## src/rtl/input_filter_image.sv

```systemverilog
// rtl/input_filter_image.sv - input synchroniser, debounce filter and snapshot image with serial readout
// Optional active-low channel support via `define INPUT_INVERT_EN (adds INV port).
module input_filter_image #(
    parameter int N_IN      = 16,
    parameter int A_W       = 4,
    parameter int PRESC_DIV = 100,
    parameter int FILT_LEN  = 4
) (
    input  logic            CLK,
    input  logic            CLR,
    input  logic [N_IN-1:0] RAW,
`ifdef INPUT_INVERT_EN
    input  logic [N_IN-1:0] INV,
`endif
    input  logic            SNAP,
    output logic            SNAP_ACK,
    input  logic [A_W-1:0]  ADDR,
    output logic            BIT_OUT,
    output logic [N_IN-1:0] IMAGE,
    output logic [N_IN-1:0] STABLE,
    output logic            CHG
);

    localparam int FILT_W = 4;
    localparam int IW     = ((1 << A_W) > N_IN) ? (1 << A_W) : N_IN;

    logic [N_IN-1:0]              sync1_q, sync1_d;
    logic [N_IN-1:0]              sync2_q, sync2_d;
    logic [15:0]                  presc_q, presc_d;
    logic [N_IN-1:0][FILT_W-1:0]  cnt_q, cnt_d;
    logic [N_IN-1:0]              stable_q, stable_d;
    logic [N_IN-1:0]              image_q, image_d;
    logic                         bit_q, bit_d;
    logic                         ack_q, ack_d;
    logic                         chg_q, chg_d;

    logic [N_IN-1:0]              filt_in;
    logic                         tick;
    logic [IW-1:0]                img_ext;

    always_comb begin
`ifdef INPUT_INVERT_EN
        filt_in = sync2_q ^ INV;
`else
        filt_in = sync2_q;
`endif
        sync1_d  = RAW;
        sync2_d  = sync1_q;
        tick     = (presc_q == 16'(PRESC_DIV - 1));
        presc_d  = tick ? 16'd0 : presc_q + 16'd1;
        stable_d = stable_q;
        cnt_d    = cnt_q;

        // A new level is accepted only after FILT_LEN consecutive mismatching ticks.
        if (tick) begin
            for (int i = 0; i < N_IN; i++) begin
                if (filt_in[i] == stable_q[i]) begin
                    cnt_d[i] = '0;
                end else if (cnt_q[i] == FILT_W'(FILT_LEN - 1)) begin
                    stable_d[i] = filt_in[i];
                    cnt_d[i]    = '0;
                end else begin
                    cnt_d[i] = cnt_q[i] + FILT_W'(1);
                end
            end
        end

        image_d = SNAP ? stable_q : image_q;
        ack_d   = SNAP;
        // A toggle in the snapshot cycle keeps CHG set.
        if (stable_d != stable_q) begin
            chg_d = 1'b1;
        end else if (SNAP) begin
            chg_d = 1'b0;
        end else begin
            chg_d = chg_q;
        end

        img_ext = IW'(image_q);
        bit_d   = (int'(ADDR) < N_IN) ? img_ext[ADDR] : 1'b0;
    end

    always_ff @(posedge CLK) begin
        if (CLR) begin
            sync1_q  <= '0;
            sync2_q  <= '0;
            presc_q  <= '0;
            cnt_q    <= '0;
            stable_q <= '0;
            image_q  <= '0;
            bit_q    <= 1'b0;
            ack_q    <= 1'b0;
            chg_q    <= 1'b0;
        end else begin
            sync1_q  <= sync1_d;
            sync2_q  <= sync2_d;
            presc_q  <= presc_d;
            cnt_q    <= cnt_d;
            stable_q <= stable_d;
            image_q  <= image_d;
            bit_q    <= bit_d;
            ack_q    <= ack_d;
            chg_q    <= chg_d;
        end
    end

    assign SNAP_ACK = ack_q;
    assign BIT_OUT  = bit_q;
    assign IMAGE    = image_q;
    assign STABLE   = stable_q;
    assign CHG      = chg_q;

endmodule

```

## config.mk

```make
export PLATFORM = sky130hd
export DESIGN_NAME = input_filter_image
export DESIGN_NICKNAME = d
export VERILOG_FILES = /design/src/rtl/input_filter_image.sv
export SDC_FILE = /design/constraint.sdc
export NUM_CORES = 1
export LEC_CHECK = 0
export ABC_AREA = 1
export CORE_MARGIN = 5
export CORE_UTILIZATION = 55
export DETAILED_ROUTE_END_ITERATION = 10
export PLACE_DENSITY_LB_ADDON = 0.08
export SLEW_MARGIN = 15
export SYNTH_ARGS = -nofsm -noshare
export SYNTH_HDL_FRONTEND = slang
export SYNTH_SLANG_ARGS = --single-unit
```

## constraint.sdc

```tcl
create_clock -name CLK -period 2.65 [get_ports CLK]
set_input_delay 0.53 -clock CLK [delete_from_list [all_inputs] [get_ports CLK]]
set_output_delay 0.53 -clock CLK [all_outputs]
set_load 0.005 [all_outputs]
```

==> results.sh <==
export IMPL_fp_dieArea_um2=14260
export IMPL_synth_seq_cells=147
export IMPL_outcome="finished, final reports clean"
export IMPL_antenna_found_initial=0
export IMPL_synthCells=869
export IMPL_async_flop_share_pct=0
export IMPL_grt_pass1_vias=5762
export IMPL_routed_via_density=5.388
export IMPL_drt_pre_antenna_iters=5
export IMPL_path_class="register to register"
export IMPL_reg2reg_slack_ns=0.52
export IMPL_power_frac_seq_pct=47.2
export IMPL_hp_class="register to register"
export IMPL_maxSlewViolCount=0
export IMPL_skew_ns=0.007052
export IMPL_drive_gt1_share_pct=7.128
export IMPL_core_area_um2=11860
export IMPL_route_detailed_drc=0
export IMPL_tns_ns=0
export IMPL_critical_path_max_stage_delay_ns=0.36
export IMPL_final_cells=1087
export IMPL_r2r_end="cnt_q[2]"
export IMPL_synth_area_top_cells="dfxtp_1 (45%), nand2_1 (7.4%), inv_1 (6.8%), nor2_1 (6.3%), a21oi_1 (4.5%)"
export IMPL_holdPathStages=2
export IMPL_swShare_pct=21.42
export IMPL_clock_sinks=147
export IMPL_rows=40
export IMPL_cts_setup_buffers=0
export IMPL_critPathBufInv=1
export IMPL_timing_hold_violations_final=0
export IMPL_grt_max_degree=59
export IMPL_critPathCaptureType="register"
export IMPL_cp_arrival_ns=2.44
export IMPL_cts_resized=0
export IMPL_cp_start_kind="register"
export IMPL_synth_fp_nets=909
export IMPL_p_int_mw=3.788
export IMPL_p_leak_nw=3.137
export IMPL_via_count=5857
export IMPL_worst_slack_ns=0.5168
export IMPL_die_h_um=119.4
export IMPL_netlist_area_um2=6585
export IMPL_drt_initial_drc_count=311
export IMPL_layout_common_cells="dfxtp_1 (147), nand2_1 (129), inv_1 (119)"
export IMPL_cap_violations=0
export IMPL_p_sw_mw=1.032
export IMPL_final_common_cell="dfxtp_1"
export IMPL_drt_wl_total_mm=16.22
export IMPL_port_buffers=57
export IMPL_design_power_total_mw=4.821
export IMPL_place_inst=1057
export IMPL_synth_largest_area_cell="dfxtp_1"
export IMPL_avgSynthCellArea_um2=7.578
export IMPL_synth_edf_count=0
export IMPL_slew_headroom_pct=56.95
export IMPL_cpLargestDelayFamily="simple AND/OR/NAND/NOR gates"
export IMPL_htreeDepth=4
export IMPL_whs_endpoint="filt_in[9]"
export IMPL_syn_to_final_growth_pct=19.48
export IMPL_path_cells="ha_1 -> nand3_1 -> nor2_8 -> nand2_4 -> nand2_2 -> buf_4 -> o21a_1 -> nor2_1"
export IMPL_grt_setup_unrepaired="no"
export IMPL_start_util_pct=55.52
export IMPL_required_ns=2.96
export IMPL_hpwl_mm=11.32
export IMPL_synth_flop_cell="dfxtp_1"
export IMPL_comb_power_share_pct=4.5
export IMPL_crit_slowest_cell="dfxtp_1"
export IMPL_cts_buffers=17
export IMPL_cts_tree="done"
export IMPL_clock_latency_ns=0.42
export IMPL_ctsHoldBuffers=0
export IMPL_ys_types=38
export IMPL_post_route_period_util_pct=80.50
export IMPL_diodes=0
export IMPL_pre_cts_ws_ns=0.5160
export IMPL_gp_congestion=0.8743
export IMPL_fin_hold_ws_ns=0.3998
export IMPL_gr_total_overflow=0
export IMPL_cts_root_buffer="clkbuf_16"
export IMPL_layout_nets=969
export IMPL_clk_pin_slew_ns=0.06
export IMPL_grt_pass1_wl_mm=26.94
export IMPL_tightest_slew_ns=0.6457
export IMPL_pwr_share_clk_pct=48.3
export IMPL_seq_area_frac_synth_pct=44.69
export IMPL_synth_top_cell_area_share_pct=44.69
export IMPL_boundaryPins=58
export IMPL_setup_viol=0
export IMPL_ys_warn_count=0
export IMPL_grtUsageTotal_pct=23.48
export IMPL_antenna_left=0
export IMPL_rr_worst_depth=8
export IMPL_die_w_um=119.4
export IMPL_vdd_drop_max_mv=0.5813
export IMPL_hp_start="sync1_q[9]"
export IMPL_routedWlPerCell_um=14.92
export IMPL_cts_path_max_buffers=2
export IMPL_timing_final_crit_period_ns=2.133
export IMPL_power_density_nw_per_um2=612.7
export IMPL_regToRegStartpoint="presc_q[0]"
export IMPL_fmax_mhz=468.8
export IMPL_crit_fanout=32
==> synthesized netlist by cell type, drive strengths merged, types with 4 or more instances <==
library cell    n
ha             17
nor3           22
a211oi          4
o211ai          6
a21oi          59
xnor2           8
nand3          50
o21ai          65
nand2         133
xor2           30
dfxtp         147
nor3b           5
nor2          120
inv           122
clkbuf         13
nand4          28
o22ai          13
buf            15
==> final cells by class <==
cell class / count / area [um2]
Fill cell: 987 / 3994
Inverter: 123 / 462.9
Clock buffer: 20 / 466.7
Tap cell: 147 / 183.9
Sequential cell: 147 / 2943
Clock inverter: 10 / 108.9
Timing Repair Buffer: 69 / 655.6
Multi-Input combinational cell: 571 / 3047
==> how the worst max path moves through the flow <==
| stage | from | end | slack [ns] | cells after the start |
|---|---|---|---|---|
| floorplan | presc_q[0] | STABLE[6] | 1.03 | 9 |
| global placement | presc_q[0] | STABLE[11] | 0.63 | 8 |
| detailed placement | presc_q[0] | STABLE[11] | 0.52 | 8 |
| CTS | presc_q[0] | STABLE[11] | 0.50 | 8 |
| global route | presc_q[0] | cnt_q[2] | 0.36 | 8 |
| finish | presc_q[0] | cnt_q[2] | 0.52 | 8 |
==> worst min-delay path, delay by kind of cell, from the launching register on <==
kind                   cells  cell delay [ns]
buffers and inverters      1             0.04
AND/OR/NAND/NOR            1             0.03
flip-flops                 1             0.29
==> cells by family after synthesis <==
kind of cell	count (synthesis)	share of synthesized area, %
AND/OR/NAND/NOR	360	25.06
AO/OA/AOI/OAI	156	12.92
buffers and inverters	151	9.044
flip-flops	147	44.69
XOR/XNOR	38	5.054
adder cells (fa/ha/maj)	17	3.230
==> power groups by stage <==
| stage | combinational, mW | sequential (mW) | clock (mW) |
|---|---|---|---|
| 3_3_place_gp | 0.213 | 2.32 | 0 |
| 2_1_floorplan | 0.121 | 2.32 | 0 |
| 5_1_grt | 0.244 | 2.28 | 2.49 |
| 3_5_place_dp | 0.219 | 2.32 | 0 |
| 6_report | 0.219 | 2.27 | 2.33 |
| 4_1_cts | 0.220 | 2.27 | 2.37 |
==> sequential cells by signal, summed over array words and instances, names as in the netlist, 16 cells and up <==
name / flops
STABLE: 16
presc_q: 16
cnt_q: 64
filt_in: 16
IMAGE: 16
sync1_q: 16
==> stage by stage <==
step                area, um2  utilization [%]
finish                   7868            66.33
global route             7868            66.33
CTS                      7868            66.33
detailed placement       7292            61.48
global placement         7292            61.48
floorplan                6585                -
==> routing by layer <==
metal	GRT usage [%]	part of all wire, %	vias to the layer above
met5	0	0	-
met4	10.09	2.8	0
met3	6.030	4.6	44
met2	41.47	51	143
met1	26.75	42	2718
li1	-	-	2952
Note: power is estimated with default switching activity, not from simulation.
